[src/rtl/wb_slave_arbiter.sv]
// Two-master round-robin Wishbone B4 arbiter placed in front of one crossbar slave port.
// Define WB_ARB_TIMEOUT_EN to add a watchdog that aborts transfers to a slave that never responds.
module wb_slave_arbiter #(
  parameter int AW             = 32,
  parameter int DW             = 32,
  parameter int SW             = 4,
  parameter int TIMEOUT_CYCLES = 256
) (
  input  logic          clk,
  input  logic          rst,
  input  logic          m0_hit,
  input  logic          m1_hit,
  input  logic          m0_cyc,
  input  logic          m1_cyc,
  input  logic          m0_stb,
  input  logic          m1_stb,
  input  logic          m0_we,
  input  logic          m1_we,
  input  logic [AW-1:0] m0_adr,
  input  logic [AW-1:0] m1_adr,
  input  logic [DW-1:0] m0_dat_w,
  input  logic [DW-1:0] m1_dat_w,
  input  logic [SW-1:0] m0_sel,
  input  logic [SW-1:0] m1_sel,
  output logic          m0_ack,
  output logic          m1_ack,
  output logic          m0_err,
  output logic          m1_err,
  output logic          m0_stall,
  output logic          m1_stall,
  output logic [DW-1:0] m_dat_r,
  output logic          s_cyc,
  output logic          s_stb,
  output logic          s_we,
  output logic [AW-1:0] s_adr,
  output logic [DW-1:0] s_dat_w,
  output logic [SW-1:0] s_sel,
  input  logic          s_ack,
  input  logic          s_err,
  input  logic [DW-1:0] s_dat_r,
  output logic [1:0]    gnt,
  output logic          busy
);

  if (TIMEOUT_CYCLES < 2 || TIMEOUT_CYCLES > 65535) begin : g_bad_timeout
    $error("wb_slave_arbiter: TIMEOUT_CYCLES must be in 2..65535");
  end

`ifdef WB_ARB_TIMEOUT_EN
  typedef enum logic [1:0] {IDLE, G0, G1, ABORT} state_t;
`else
  typedef enum logic [1:0] {IDLE, G0, G1} state_t;
`endif

  state_t r_state;
  state_t w_next;
  logic   r_last;
  logic   w_req0;
  logic   w_req1;
  logic   w_own0;
  logic   w_own1;

  assign w_req0 = m0_cyc & m0_hit;
  assign w_req1 = m1_cyc & m1_hit;

`ifdef WB_ARB_TIMEOUT_EN
  localparam logic [15:0] WD_LAST = 16'(TIMEOUT_CYCLES - 1);

  logic [15:0] r_wd;
  logic        r_ab_first;
  logic        w_in_g;
  logic        w_wd_run;
  logic        w_timeout;

  assign w_in_g    = (r_state == G0) || (r_state == G1);
  assign w_wd_run  = w_in_g && s_stb && !(s_ack || s_err);
  assign w_timeout = w_wd_run && (r_wd == WD_LAST);

  always_ff @(posedge clk) begin
    if (!rst) begin
      r_wd       <= '0;
      r_ab_first <= 1'b0;
    end else begin
      r_wd       <= w_wd_run ? r_wd + 16'd1 : '0;
      r_ab_first <= (r_state != ABORT) && (w_next == ABORT);
    end
  end

  // In ABORT the owner is the master recorded in r_last.
  assign w_own0 = (r_state == G0) || ((r_state == ABORT) && !r_last);
  assign w_own1 = (r_state == G1) || ((r_state == ABORT) && r_last);
`else
  assign w_own0 = (r_state == G0);
  assign w_own1 = (r_state == G1);
`endif

  always_ff @(posedge clk) begin
    if (!rst) begin
      r_state <= IDLE;
      r_last  <= 1'b1;
    end else begin
      r_state <= w_next;
      if (w_next == G0)
        r_last <= 1'b0;
      else if (w_next == G1)
        r_last <= 1'b1;
    end
  end

  always_comb begin
    w_next = r_state;
    case (r_state)
      IDLE: begin
        if (w_req0 && w_req1)
          w_next = r_last ? G0 : G1;
        else if (w_req0)
          w_next = G0;
        else if (w_req1)
          w_next = G1;
      end
      G0: begin
        if (w_req0) begin
          w_next = G0;
`ifdef WB_ARB_TIMEOUT_EN
          if (w_timeout) w_next = ABORT;
`endif
        end else begin
          w_next = w_req1 ? G1 : IDLE;
        end
      end
      G1: begin
        if (w_req1) begin
          w_next = G1;
`ifdef WB_ARB_TIMEOUT_EN
          if (w_timeout) w_next = ABORT;
`endif
        end else begin
          w_next = w_req0 ? G0 : IDLE;
        end
      end
`ifdef WB_ARB_TIMEOUT_EN
      ABORT: begin
        if (r_last ? w_req1 : w_req0)
          w_next = ABORT;
        else if (r_last ? w_req0 : w_req1)
          w_next = r_last ? G0 : G1;
        else
          w_next = IDLE;
      end
`endif
      default: w_next = IDLE;
    endcase
  end

  always_comb begin
    s_cyc   = 1'b0;
    s_stb   = 1'b0;
    s_we    = 1'b0;
    s_adr   = '0;
    s_dat_w = '0;
    s_sel   = '0;
    m0_ack  = 1'b0;
    m0_err  = 1'b0;
    m1_ack  = 1'b0;
    m1_err  = 1'b0;
    if (r_state == G0) begin
      s_cyc   = m0_cyc;
      s_stb   = m0_stb;
      s_we    = m0_we;
      s_adr   = m0_adr;
      s_dat_w = m0_dat_w;
      s_sel   = m0_sel;
      m0_ack  = s_ack;
      m0_err  = s_err;
    end else if (r_state == G1) begin
      s_cyc   = m1_cyc;
      s_stb   = m1_stb;
      s_we    = m1_we;
      s_adr   = m1_adr;
      s_dat_w = m1_dat_w;
      s_sel   = m1_sel;
      m1_ack  = s_ack;
      m1_err  = s_err;
    end
`ifdef WB_ARB_TIMEOUT_EN
    else if (r_state == ABORT) begin
      m0_err = !r_last && r_ab_first;
      m1_err = r_last && r_ab_first;
    end
`endif
  end

  // Stall is held low while reset is asserted so masters see a quiet port.
  assign m0_stall = rst & w_req0 & ~w_own0;
  assign m1_stall = rst & w_req1 & ~w_own1;
  assign m_dat_r  = s_dat_r;
  assign gnt      = {w_own1, w_own0};
  assign busy     = w_own0 | w_own1;

endmodule

[config.mk]
export PLATFORM = sky130hd
export DESIGN_NAME = wb_slave_arbiter
export DESIGN_NICKNAME = d
export VERILOG_FILES = /design/src/rtl/wb_slave_arbiter.sv
export SDC_FILE = /design/constraint.sdc
export NUM_CORES = 1
export LEC_CHECK = 0
export CORE_AREA = 10 10 104 106
export DETAILED_ROUTE_END_ITERATION = 7
export DIE_AREA = 0 0 114 116
export PLACE_DENSITY_LB_ADDON = 0.2
export SYNTH_ARGS = -nofsm -noshare
export SYNTH_HDL_FRONTEND = slang
export SYNTH_SLANG_ARGS = --single-unit
[constraint.sdc]
create_clock -name clk -period 2.3 [get_ports clk]
set_input_delay 0.69 -clock clk [delete_from_list [all_inputs] [get_ports clk]]
set_output_delay 0.69 -clock clk [all_outputs]
set_load 0.005 [all_outputs]
After elaboration in Yosys (flattened, before gate mapping) --
Cells that the tools add are included.
Storage, ports and cells: input port bits 180, logic and storage cells 47, output and inout bits 112, flip-flop bits (word level) 3
Operators by class: multiplexer cells 29, reduce and logical (&&, ||, !) cells 3, bitwise operators 9, eq/ne operators 4
Operators by type and width (number):
- two-way mux 32 bit | 4
- two-way mux 1 bit | 15
- two-way mux 2 bit | 7
- two-way mux 4 bit | 2
- AND 1 bit | 6
- one-hot mux 2 bit (3 select lines) | 1
- == test 2 x 1 -> 1 bit (second input constant) | 2
- == test 2 bit (second input constant) | 2
- zero test 2 bit | 1
- inverter 1 bit | 2
- nonzero test 2 bit | 1
- logical AND 1 bit | 1
- bitwise OR 1 bit | 1

Logic depth before layout (Yosys ltp) --
word-level depth 8, gate-level depth with buffers 10, depth with buffers taken out 9

Worst setup path after synthesis --
No wires, ideal clock.
path kind input port to flip-flop, from input port m0_cyc, to register r_last, path buffers 0, setup slack 327 ps, library setup time 115 ps, stages on the path 6, data required time 2185 ps, data arrival time 1857 ps, cells stage by stage and3_4 or3b_1 o32a_1 ha_1 mux2i_1 nand2_1
On the way: cells in the longest elaborated chain, start to end 6, elaborated cells between the ends (all ways) 12, classes of those cells eq/ne: 2; mux: 7; bitwise: 1; reduce/logical: 2
Ends and longest elaborated chain:
- start: declaration | line 13 | input logic m0_cyc,
- AND 1 bit (*) | line 63 | assign w_req0 = m0_cyc & m0_hit;
- two-way mux 1 bit, or another cell as far along | line 138 | w_next = w_req0 ? G0 : IDLE;
- two-way mux 2 bit (on tied branches) | line 132, 114
- one-hot mux 2 bit (3 select lines) (*) | line 112 | case (r_state)
- == test 2 x 1 -> 1 bit or == test 2 bit (tied branches) | line 103, 105
- two-way mux 1 bit or nonzero test 2 bit (tied branches)
- end signal: assignment | line 100 | r_last <= 1'b1;
- end signal: assignment | line 104 | r_last <= 1'b0;
- end signal: assignment | line 106 | r_last <= 1'b1;
- end: declaration | line 57 | logic r_last;
Mark *: on every way between the ends. The rest lies on a longest branch, timed or not. A chain may end at the register's enable or synchronous reset.

Final worst setup path --
from register r_state[0], to output port s_dat_w[16]
On the way: cells in the longest elaborated chain, start to end 3, elaborated cells between the ends (all ways) 4, classes of those cells eq/ne: 2; mux: 2
Ends and longest elaborated chain:
- start: declaration | line 55 | state_t r_state;
- start signal: assignment | line 102 | r_state <= w_next;
- == test 2 bit | line 175 | end else if (r_state == G1) begin
- two-way mux 32 bit | line 175
- two-way mux 32 bit (*) | line 166 | if (r_state == G0) begin
- end: declaration | line 36 | output logic [DW-1:0] s_dat_w,
Marked as above.

==> flow_summary.toml <==
[run_status]
run_status = "finished, violations left"
failed_checks = "negative setup slack"

[synthesis]
synthesis.yosys.warnings = 0
synth.area.top_cells = "sky130_fd_sc_hd__a22o_1 47%, sky130_fd_sc_hd__buf_4 24%, sky130_fd_sc_hd__ha_1 4.8%"
synth_nets = 345
synth_cells = 160
syn-cell-area_mm2 = 0.001292
postSynthRegisterBits = 3
synth.distinct_cells = 24
portion_of_synthesized_cell_area_occupied_by_the_leading_cell_type_pct = 47.43
yosysTopAreaCell = "sky130_fd_sc_hd__a22o_1"
synth_sequential_area_ratio_pct = 4.647
synth_area_per_cell_um2 = 8.078

[floorplanning]
design.portCount = 292
num_rows = 34
die_area_mm2 = 0.01322
fp.dieW_um = 114
die_h_um = 116
core_box_area_mm2 = 0.008678
start_util_pct = 14.89

[detailed_routing]
drtPass1Iterations = 4
final_antenna_net_count = 0
drc = 0
detail_route.vias_per_cell = 4.478
drt-initial-drc-count = 161
dr_total_vias = 2212
wl_per_cell_um = 22.67
route.final.wire_length_mm = 11.20

[clock_network]
clk-insertion-delay-late_ns = 0.22
clkSlewWorstSetupHoldPaths_ns = 0.03
tritoncts = "yes"
cts.path.max_buffers = 2
tritoncts.num_buffers = 3
total_number_of_h_tree_levels = 1
cts_root_buffer = "sky130_fd_sc_hd__clkbuf_8"
ctsHoldBuffers = 0
cts_sinks = 3

[placed_design]
place_inst = 472
finalWeightedCongestion = 0.7885
dpl.hpwl_mm = 9.266
portBuffers = 227
preCtsSetupSlack_ns = -0.3907

[global_route]
vias_in_the_first_global_route = 2194
grt_first_pass_wirelength_mm = 15.21
gr-total-overflow = 0
grt_antenna_before_repair = 0
globalRouteTotalUtil_pct = 14.67
grt_max_degree = 30

[hold_path]
hold_path_class = "flip-flop to flip-flop"

[pwr]
power.leakage_nw = 1.723
power_density_mw_per_mm2 = 305.5
irDropWorstVdd_v = 0.0003263

[sta]
finalCriticalPeriod_ns = 2.322
fmaxAchievable_mhz = 430.7
worst-slew-pin-transition_ns = 0.2592
setup_viol = 11
worst_setup_skew_after_layout_ns = 0.003742
min_period_over_period_pct = 100.9
fin_worst_hold_slack_ns = 0.4864
rsz0062_at_grt = "yes"
slew_headroom_pct = 82.53
count_of_final_max_slew_check_failures = 0
setup_ws_ns = -0.02168
hold_viol = 0

[final_layout]
final_net_count = 572
final.fill_count = 880
instances_no_fill = 494
num_antenna_cells = 0
mostFrequentLayoutCell = "sky130_fd_sc_hd__clkdlybuf4s50_1"
drive_gt1_share_pct = 34.72
final_cell_mix = "143 x sky130_fd_sc_hd__clkdlybuf4s50_1, 73 x sky130_fd_sc_hd__buf_2, 70 x sky130_fd_sc_hd__a22o_1"
syn_to_final_growth_pct = 181.1

[critical_path]
cp_max_fo = 6
worst-endpoint-required_ns = 1.61
crit_path_end_kind = "primary output"
cp.arrival_ns = 1.63
critical_path_class = "flip-flop to primary output"
worstSetupStartpointType = "flip-flop"

[job]
max_cap_viol_count = 0
metal layers:
| metal | up-vias | wire, µm | global-route usage, % |
|---|---|---|---|
| li1 | 1048 | - | - |
| met1 | 1042 | 4112 | 16.26 |
| met2 | 120 | 6143 | 27.75 |
| met3 | 2 | 935 | 4.186 |
| met4 | 0 | 10 | 1.671 |
| met5 | - | 0 | 0 |
critical path: stages (launching register included):
cell and delay (ns):
sky130_fd_sc_hd__dfxtp_4 0.37, sky130_fd_sc_hd__inv_4 0.04, sky130_fd_sc_hd__ha_4 0.14, sky130_fd_sc_hd__nor2b_4 0.13, sky130_fd_sc_hd__buf_6 0.14, sky130_fd_sc_hd__buf_12 0.14, sky130_fd_sc_hd__buf_12 0.12, sky130_fd_sc_hd__a22o_1 0.20
sky130_fd_sc_hd__buf_2 0.13
cell type report:
cell class	instances	area, µm²	area share [%]
timing repair buffer	273	2471	68.01
clock buffer	4	45.04	1.240
sequential	3	67.56	1.860
inverter	3	13.76	0.3788
tap	108	135.1	3.719
multi-input combinational	103	900.9	24.79
flip-flops by register name (all words and copies together), names as in the netlist:
| signal | flops |
|---|---|
| r_last | 1 |
| r_state | 2 |
cells in the mapped netlist:
cell type and count:
sky130_fd_sc_hd__a22o_1 70, sky130_fd_sc_hd__buf_4 41, sky130_fd_sc_hd__buf_2 6, sky130_fd_sc_hd__ha_1 5, sky130_fd_sc_hd__nand2_1 5, sky130_fd_sc_hd__and2_1 4
sky130_fd_sc_hd__a21oi_1 3, sky130_fd_sc_hd__clkbuf_1 3, sky130_fd_sc_hd__dfxtp_1 3, sky130_fd_sc_hd__inv_1 3, sky130_fd_sc_hd__a21boi_0 2, sky130_fd_sc_hd__nor3b_1 2
sky130_fd_sc_hd__or3b_1 2, sky130_fd_sc_hd__and2_2 1, sky130_fd_sc_hd__and3_4 1, sky130_fd_sc_hd__buf_6 1, sky130_fd_sc_hd__mux2i_1 1, sky130_fd_sc_hd__nand2b_1 1
sky130_fd_sc_hd__nor2b_1 1, sky130_fd_sc_hd__o21ai_0 1, sky130_fd_sc_hd__o21ai_1 1, sky130_fd_sc_hd__o221ai_1 1, sky130_fd_sc_hd__o32a_1 1, sky130_fd_sc_hd__o32ai_1 1
stage by stage:
stage | area [µm²] | total power [mW] | setup TNS [ns] | utilization (%)
6_report | 3633 | 1.110 | -0.1367 | 41.87
5_1_grt | 3633 | 1.192 | -2.053 | 41.87
2_1_floorplan | 1292 | 0.3767 | 0 | -
3_3_place_gp | 3622 | 0.9804 | -15.40 | 41.74
3_5_place_dp | 3622 | 0.9841 | -15.60 | 41.74
4_1_cts | 3669 | 1.149 | -4.262 | 42.27
cells by family after synthesis:
logic type / Yosys count / synth area share, %
AOI/OAI and AO/OA: 80 / 52.66
buffers and inverters: 54 / 28.75
and+or+nand+nor: 17 / 8.326
adders and majority gates: 5 / 4.840
DFF: 3 / 4.647
muxes: 1 / 0.7745
what timing repair did:
action	in CTS	in global routing
resized for setup	343	4
pin swaps	9	12
cloned	4	2
buffers inserted	16	5
setup endpoints to repair	79	70
power by group:
group / switching [mW] / leakage (nW) / internal, mW
Sequential: 0.00660 / 0.0260 / 0.0582
Combinational: 0.312 / 1.67 / 0.582
Clock: 0.0334 / 0.0228 / 0.118
worst paths after layout:
| kind | startpoint | endpoint | slack, ns | cells after the start |
|---|---|---|---|---|
| worst max-delay path | r_state[0] | s_dat_w[16] | -0.02 | 8 |
| worst min-delay path | r_last | r_last | 0.49 | 2 |
| worst max register to register | r_state[0] | r_last | 0.28 | 10 |
| worst min register to register | r_last | r_last | 0.49 | 2 |
Note: power is estimated with default switching activity, not from simulation.
